### src/rtl/ram_arbiter.sv
// rtl/ram_arbiter.sv - round-robin arbiter sharing one registered-read RAM between fetch and load/store
//
// Purpose: accepts one request at a time from requester 0 (instruction fetch) or
// requester 1 (load/store), drives it onto the RAM for one cycle and returns a
// one-cycle completion pulse to the owner. Throughput is one transaction per 3 cycles.
//
// Ports:
//   PC, rst                    clock (rising edge) and synchronous active-high reset
//   req_valid0/1, req_ready0/1 request handshake per requester
//   req_we0/1, req_addr0/1,
//   req_wdata0/1               request payload (1 = write)
//   rsp_valid0/1               one-cycle completion pulse to the owner
//   rsp_rdata                  read data (0 for a write ack), qualified by rsp_valid*
//   ram_wr_en, ram_rd_en       RAM strobes, only active in the ISSUE cycle
//   ram_wr_addr, ram_rd_addr   RAM addresses (both show the latched address)
//   ram_din, ram_dout          RAM write data / registered read data
module ram_arbiter #(
   parameter int ADDR_WIDTH = 8,
   parameter int DATA_WIDTH = 8
) (
   input  logic                  PC,
   input  logic                  rst,
   input  logic                  req_valid0,
   input  logic                  req_valid1,
   output logic                  req_ready0,
   output logic                  req_ready1,
   input  logic                  req_we0,
   input  logic                  req_we1,
   input  logic [ADDR_WIDTH-1:0] req_addr0,
   input  logic [ADDR_WIDTH-1:0] req_addr1,
   input  logic [DATA_WIDTH-1:0] req_wdata0,
   input  logic [DATA_WIDTH-1:0] req_wdata1,
   output logic                  rsp_valid0,
   output logic                  rsp_valid1,
   output logic [DATA_WIDTH-1:0] rsp_rdata,
   output logic                  ram_wr_en,
   output logic                  ram_rd_en,
   output logic [ADDR_WIDTH-1:0] ram_wr_addr,
   output logic [ADDR_WIDTH-1:0] ram_rd_addr,
   output logic [DATA_WIDTH-1:0] ram_din,
   input  logic [DATA_WIDTH-1:0] ram_dout
);

   typedef enum logic [1:0] {
      IDLE  = 2'd0,
      ISSUE = 2'd1,
      RESP  = 2'd2
   } state_t;

   state_t                  state_q;
   logic                    prio_q;
   logic                    owner_q;
   logic                    we_q;
   logic [ADDR_WIDTH-1:0]   addr_q;
   logic [DATA_WIDTH-1:0]   wdata_q;

   logic                    any_valid;
   logic                    grant_id;
   logic                    handshake;
   logic                    we_d;
   logic [ADDR_WIDTH-1:0]   addr_d;
   logic [DATA_WIDTH-1:0]   wdata_d;

   // Round-robin choice: the pointer only matters when both requesters are valid.
   always_comb begin
      any_valid = req_valid0 | req_valid1;
      grant_id  = (req_valid0 & req_valid1) ? prio_q : req_valid1;
      we_d      = grant_id ? req_we1    : req_we0;
      addr_d    = grant_id ? req_addr1  : req_addr0;
      wdata_d   = grant_id ? req_wdata1 : req_wdata0;
   end

   // Ready is combinational so a waiting request is taken in the very first IDLE
   // cycle, including the first cycle after reset; reset masks it immediately.
   assign req_ready0 = ~rst & (state_q == IDLE) & any_valid & ~grant_id;
   assign req_ready1 = ~rst & (state_q == IDLE) & any_valid &  grant_id;
   assign handshake  = req_ready0 | req_ready1;

   always_ff @(posedge PC) begin
      if (rst) begin
         state_q <= IDLE;
         prio_q  <= 1'b0;
         owner_q <= 1'b0;
         we_q    <= 1'b0;
         addr_q  <= '0;
         wdata_q <= '0;
      end else begin
         case (state_q)
            IDLE: begin
               if (handshake) begin
                  owner_q <= grant_id;
                  we_q    <= we_d;
                  addr_q  <= addr_d;
                  wdata_q <= wdata_d;
                  prio_q  <= ~grant_id;
                  state_q <= ISSUE;
               end
            end
            ISSUE:   state_q <= RESP;
            RESP:    state_q <= IDLE;
            default: state_q <= IDLE;
         endcase
      end
   end

   // Strobes and the response pulse are masked by rst in the same cycle, so a
   // write caught in ISSUE never reaches the RAM and a pending response is dropped.
   assign ram_wr_en   = ~rst & (state_q == ISSUE) &  we_q;
   assign ram_rd_en   = ~rst & (state_q == ISSUE) & ~we_q;
   assign ram_wr_addr = addr_q;
   assign ram_rd_addr = addr_q;
   assign ram_din     = wdata_q;

   assign rsp_valid0  = ~rst & (state_q == RESP) & ~owner_q;
   assign rsp_valid1  = ~rst & (state_q == RESP) &  owner_q;

   // The RAM registers dout at the edge ending ISSUE, so it is valid throughout RESP.
   assign rsp_rdata   = (~rst & (state_q == RESP) & ~we_q) ? ram_dout : '0;

endmodule
### config.mk
export PLATFORM = sky130hd
export DESIGN_NAME = ram_arbiter
export DESIGN_NICKNAME = d
export VERILOG_FILES = /design/src/rtl/ram_arbiter.sv
export SDC_FILE = /design/constraint.sdc
export NUM_CORES = 1
export LEC_CHECK = 0
export ABC_CLOCK_PERIOD_IN_PS = 2600
export BUFFER_PORTS_ARGS = -buffer_cell sky130_fd_sc_hd__buf_2
export CAP_MARGIN = 25
export CELL_PAD_IN_SITES_DETAIL_PLACEMENT = 1
export CELL_PAD_IN_SITES_GLOBAL_PLACEMENT = 1
export CORE_MARGIN = 1
export CORE_UTILIZATION = 29
export DETAILED_ROUTE_END_ITERATION = 10
export PLACE_DENSITY_LB_ADDON = 0.1
export SYNTH_ARGS = -nofsm -noshare
export SYNTH_HDL_FRONTEND = slang
export SYNTH_SLANG_ARGS = --single-unit
### constraint.sdc
create_clock -name PC -period 2.6 [get_ports PC]
set_input_delay 0.52 -clock PC [delete_from_list [all_inputs] [get_ports PC]]
set_output_delay 0.52 -clock PC [all_outputs]
set_load 0.03 [all_outputs]
==> reports/metrics.cfg <==
[drt]
via_per_inst = 4.863
drc = 0
wl_per_cell_um = 14.48
num_vias = 1172
routed_wl_um = 3489
drtPass1Iterations = 4
drt.antenna.violating_nets = 0
drt_iter0_drc = 29

[final_layout]
fill_cells = 459
final-seq-area_sq_um = 420.4
antenna_cells = 0
area_growth_pct = 37.68
multi_input_area_sq_um = 555.5
drive_gt1_frac = 0.5389
final_nets = 240
fin_area_sq_um = 1531

[placed_design]
placed_cell_area_sq_um = 1485
portBuffers = 83
hpwl_um = 2647
place.gp.congestion = 0.6885

[worst_setup_path]
critPathKind = reg -> out
r2r_slack_ns = 1.13
arrival_ns = 1.76
worstPathRequired_ns = 2.08
startpoint = state_q[1]$_SDFFE_PP0P_
start_kind = flop
setup.worst_path.end = rsp_rdata[5]
r2r_cells = 4
reg2reg_to = ram_rd_addr[6]$_SDFFE_PP0P_
critical_path.max_fanout = 8
crit_path_end_kind = output port
r2r-start = state_q[1]$_SDFFE_PP0P_

[sta]
tightest_slew_ns = 0.4328
fin_worst_skew_ns = 0.002213
clock.fmax_mhz = 439.2
hold_viol = 0
drv_slew = 0
timing.setup.tns_ns = 0
slew_headroom = 0.7115
setup_viol = 0
rsz0062_at_grt = false
period_minus_slack_ns = 2.277
period_share = 0.8757

[global_route]
gr-usage-met3 = 0.03571
track_usage = 0.1777
grt_max_degree = 22
met1_usage = 0.2041
grt_pass1_wl_um = 5582
grt_pass1_vias = 1172
antenna_found_initial = 0
grtUsageMet2 = 0.3231
busiest_layer = met2
overflow = 0

[power]
power_density_nw_per_um2 = 568.1
p_leak_nw = 0.7949
clockPowerShare = 0.250
internal_power_mw = 0.5584
power_switching_mw = 0.3117
sw_frac_of_total = 0.3582
finalPower_mw = 0.8701
power_frac_comb = 0.317
pwr-share-seq = 0.433
peakVddDrop_v = 0.0003311

[synth]
syn_inst = 119
synth_fp_nets = 165
yosysTopAreaCell = dfxtp_1
seq_area_frac_synth = 0.3780
yosysUniqueCellTypes = 24
ys.flop_type = dfxtp_1
synth_area_leaders = dfxtp_1 (38%), a221o_1 (15%), nor3_2 (9.0%)
synth_edf_count = 0
synth_area_sq_um = 1112
synthTopCellsByCount = dfxtp_1 (21), nand2_1 (18), a221o_1 (17)
yosysWarnings = 0
netlist.area_leader.share = 0.3780
synth.most_common_cell = dfxtp_1
avgSynthCellArea_sq_um = 9.347
ys_seq_elements = 21
async_flop_share = 0

[floorplanning]
chipWidth_um = 63.93
fp.dieArea_sq_um = 4087
core_area_sq_um = 3661
ios = 84
die-height_um = 63.93
start_util = 0.3038
row_count = 22

[clocking]
root_buffer = clkbuf_8
htreeDepth = 1
clockBufferDepth = 2
postCtsResizedCells = 0
clk_pin_slew_worst_paths_ns = 0.08
cts_sinks = 21
hold_buffers = 0
clk-insertion-delay-late_ns = 0.26
cts_tree = yes
cts_buffers = 3
postCtsSetupBuffers = 0

[run_status]
outcome = complete, no violations

[min_path]
min_path_type = in -> reg

[run]
cap_violations = 0

-- worst min path at each step --
stage,from,endpoint,cells after the start
floorplan,state_q[1]$_SDFFE_PP0P_,state_q[1]$_SDFFE_PP0P_,1
global placement,ram_din[4]$_SDFFE_PP0P_,ram_din[4]$_SDFFE_PP0P_,1
detailed placement,ram_din[6]$_SDFFE_PP0P_,ram_din[6]$_SDFFE_PP0P_,1
CTS,req_wdata0[5],ram_din[5]$_SDFFE_PP0P_,2
global route,req_wdata0[3],ram_din[3]$_SDFFE_PP0P_,2
finish,req_wdata0[5],ram_din[5]$_SDFFE_PP0P_,2
-- layout by cell type (no fill, tap or decap) --
| cell type | netlist | final |
|---|---|---|
| nor2_1 | 4 | 4 |
| clkinv_2 | 0 | 1 |
| and2_1 | 10 | 10 |
| a311oi_1 | 1 | 1 |
| or3b_1 | 1 | 1 |
| buf_4 | 9 | 4 |
| nor3_1 | 8 | 8 |
| dfxtp_1 | 21 | 21 |
| or2_1 | 1 | 1 |
| nor2b_1 | 2 | 1 |
| nor3b_2 | 1 | 1 |
| nand2_1 | 18 | 18 |
| nor3_2 | 10 | 10 |
| a21oi_1 | 2 | 2 |
| a221o_1 | 17 | 17 |
| nor2b_2 | 0 | 1 |
| inv_1 | 1 | 1 |
| a21oi_2 | 1 | 1 |
| o21ba_1 | 1 | 1 |
| or3_1 | 1 | 1 |
| and3_1 | 1 | 1 |
| buf_2 | 3 | 83 |
| clkbuf_8 | 0 | 3 |
| nor3b_1 | 1 | 1 |
-- power by group through the flow --
stage | Clock, mW | Combinational, mW | Sequential (mW)
4_1_cts | 0.228 | 0.280 | 0.377
3_3_place_gp | 0 | 0.275 | 0.382
2_1_floorplan | 0 | 0.154 | 0.431
6_report | 0.217 | 0.276 | 0.377
3_5_place_dp | 0 | 0.279 | 0.384
5_1_grt | 0.243 | 0.297 | 0.381
-- state kept, by name (all words and copies together) (netlist names) --
register and count:
ram_rd_addr 8, ram_din 8, we_q 1, state_q 2
prio_q 1, owner_q 1
-- through the flow --
step	hold slack [ns]	cells	utilization	setup slack (ns)
6_report	0.4777	241	0.4183	0.3231
3_5_place_dp	0.4773	237	0.4057	0.3294
4_1_cts	0.4720	241	0.4183	0.3129
2_1_floorplan	0.4647	119	-	0.6327
3_3_place_gp	0.4666	237	0.4057	0.4292
5_1_grt	0.4662	241	0.4183	0.1606
-- area by class of cell --
cell class,instances,share of cell area
multi-input cells,80,0.3627
repair buffers,87,0.2908
flip-flops and latches,21,0.2745
well taps,48,0.03922
clock buffers,3,0.02696
clock inverters,1,0.003268
inverters,1,0.002451
-- worst max-delay path, cell delays in order (launching register included) --
cell and delay, ns:
dfxtp_1 0.40, or3b_1 0.42, nor2_1 0.29, and2_1 0.19
buf_2 0.19
-- kinds of logic (layout without fill, tap and decap cells) --
kind of cell,count (synthesis),in the layout,synth area share
AND/OR/NAND/NOR,58,58,0.3105
buffers and inverters,18,92,0.1248
AO/OA/AOI/OAI,22,22,0.1867
flip-flops,21,21,0.3779
-- per-layer routing --
metal / vias to the layer above / wire length (um) / share of wire
li1: 569 / - / -
met1: 561 / 1413 / 0.40
met2: 36 / 1874 / 0.54
met3: 6 / 153 / 0.044
met4: 0 / 47 / 0.013
met5: - / 0 / 0
(Power assumes the default switching activity.)
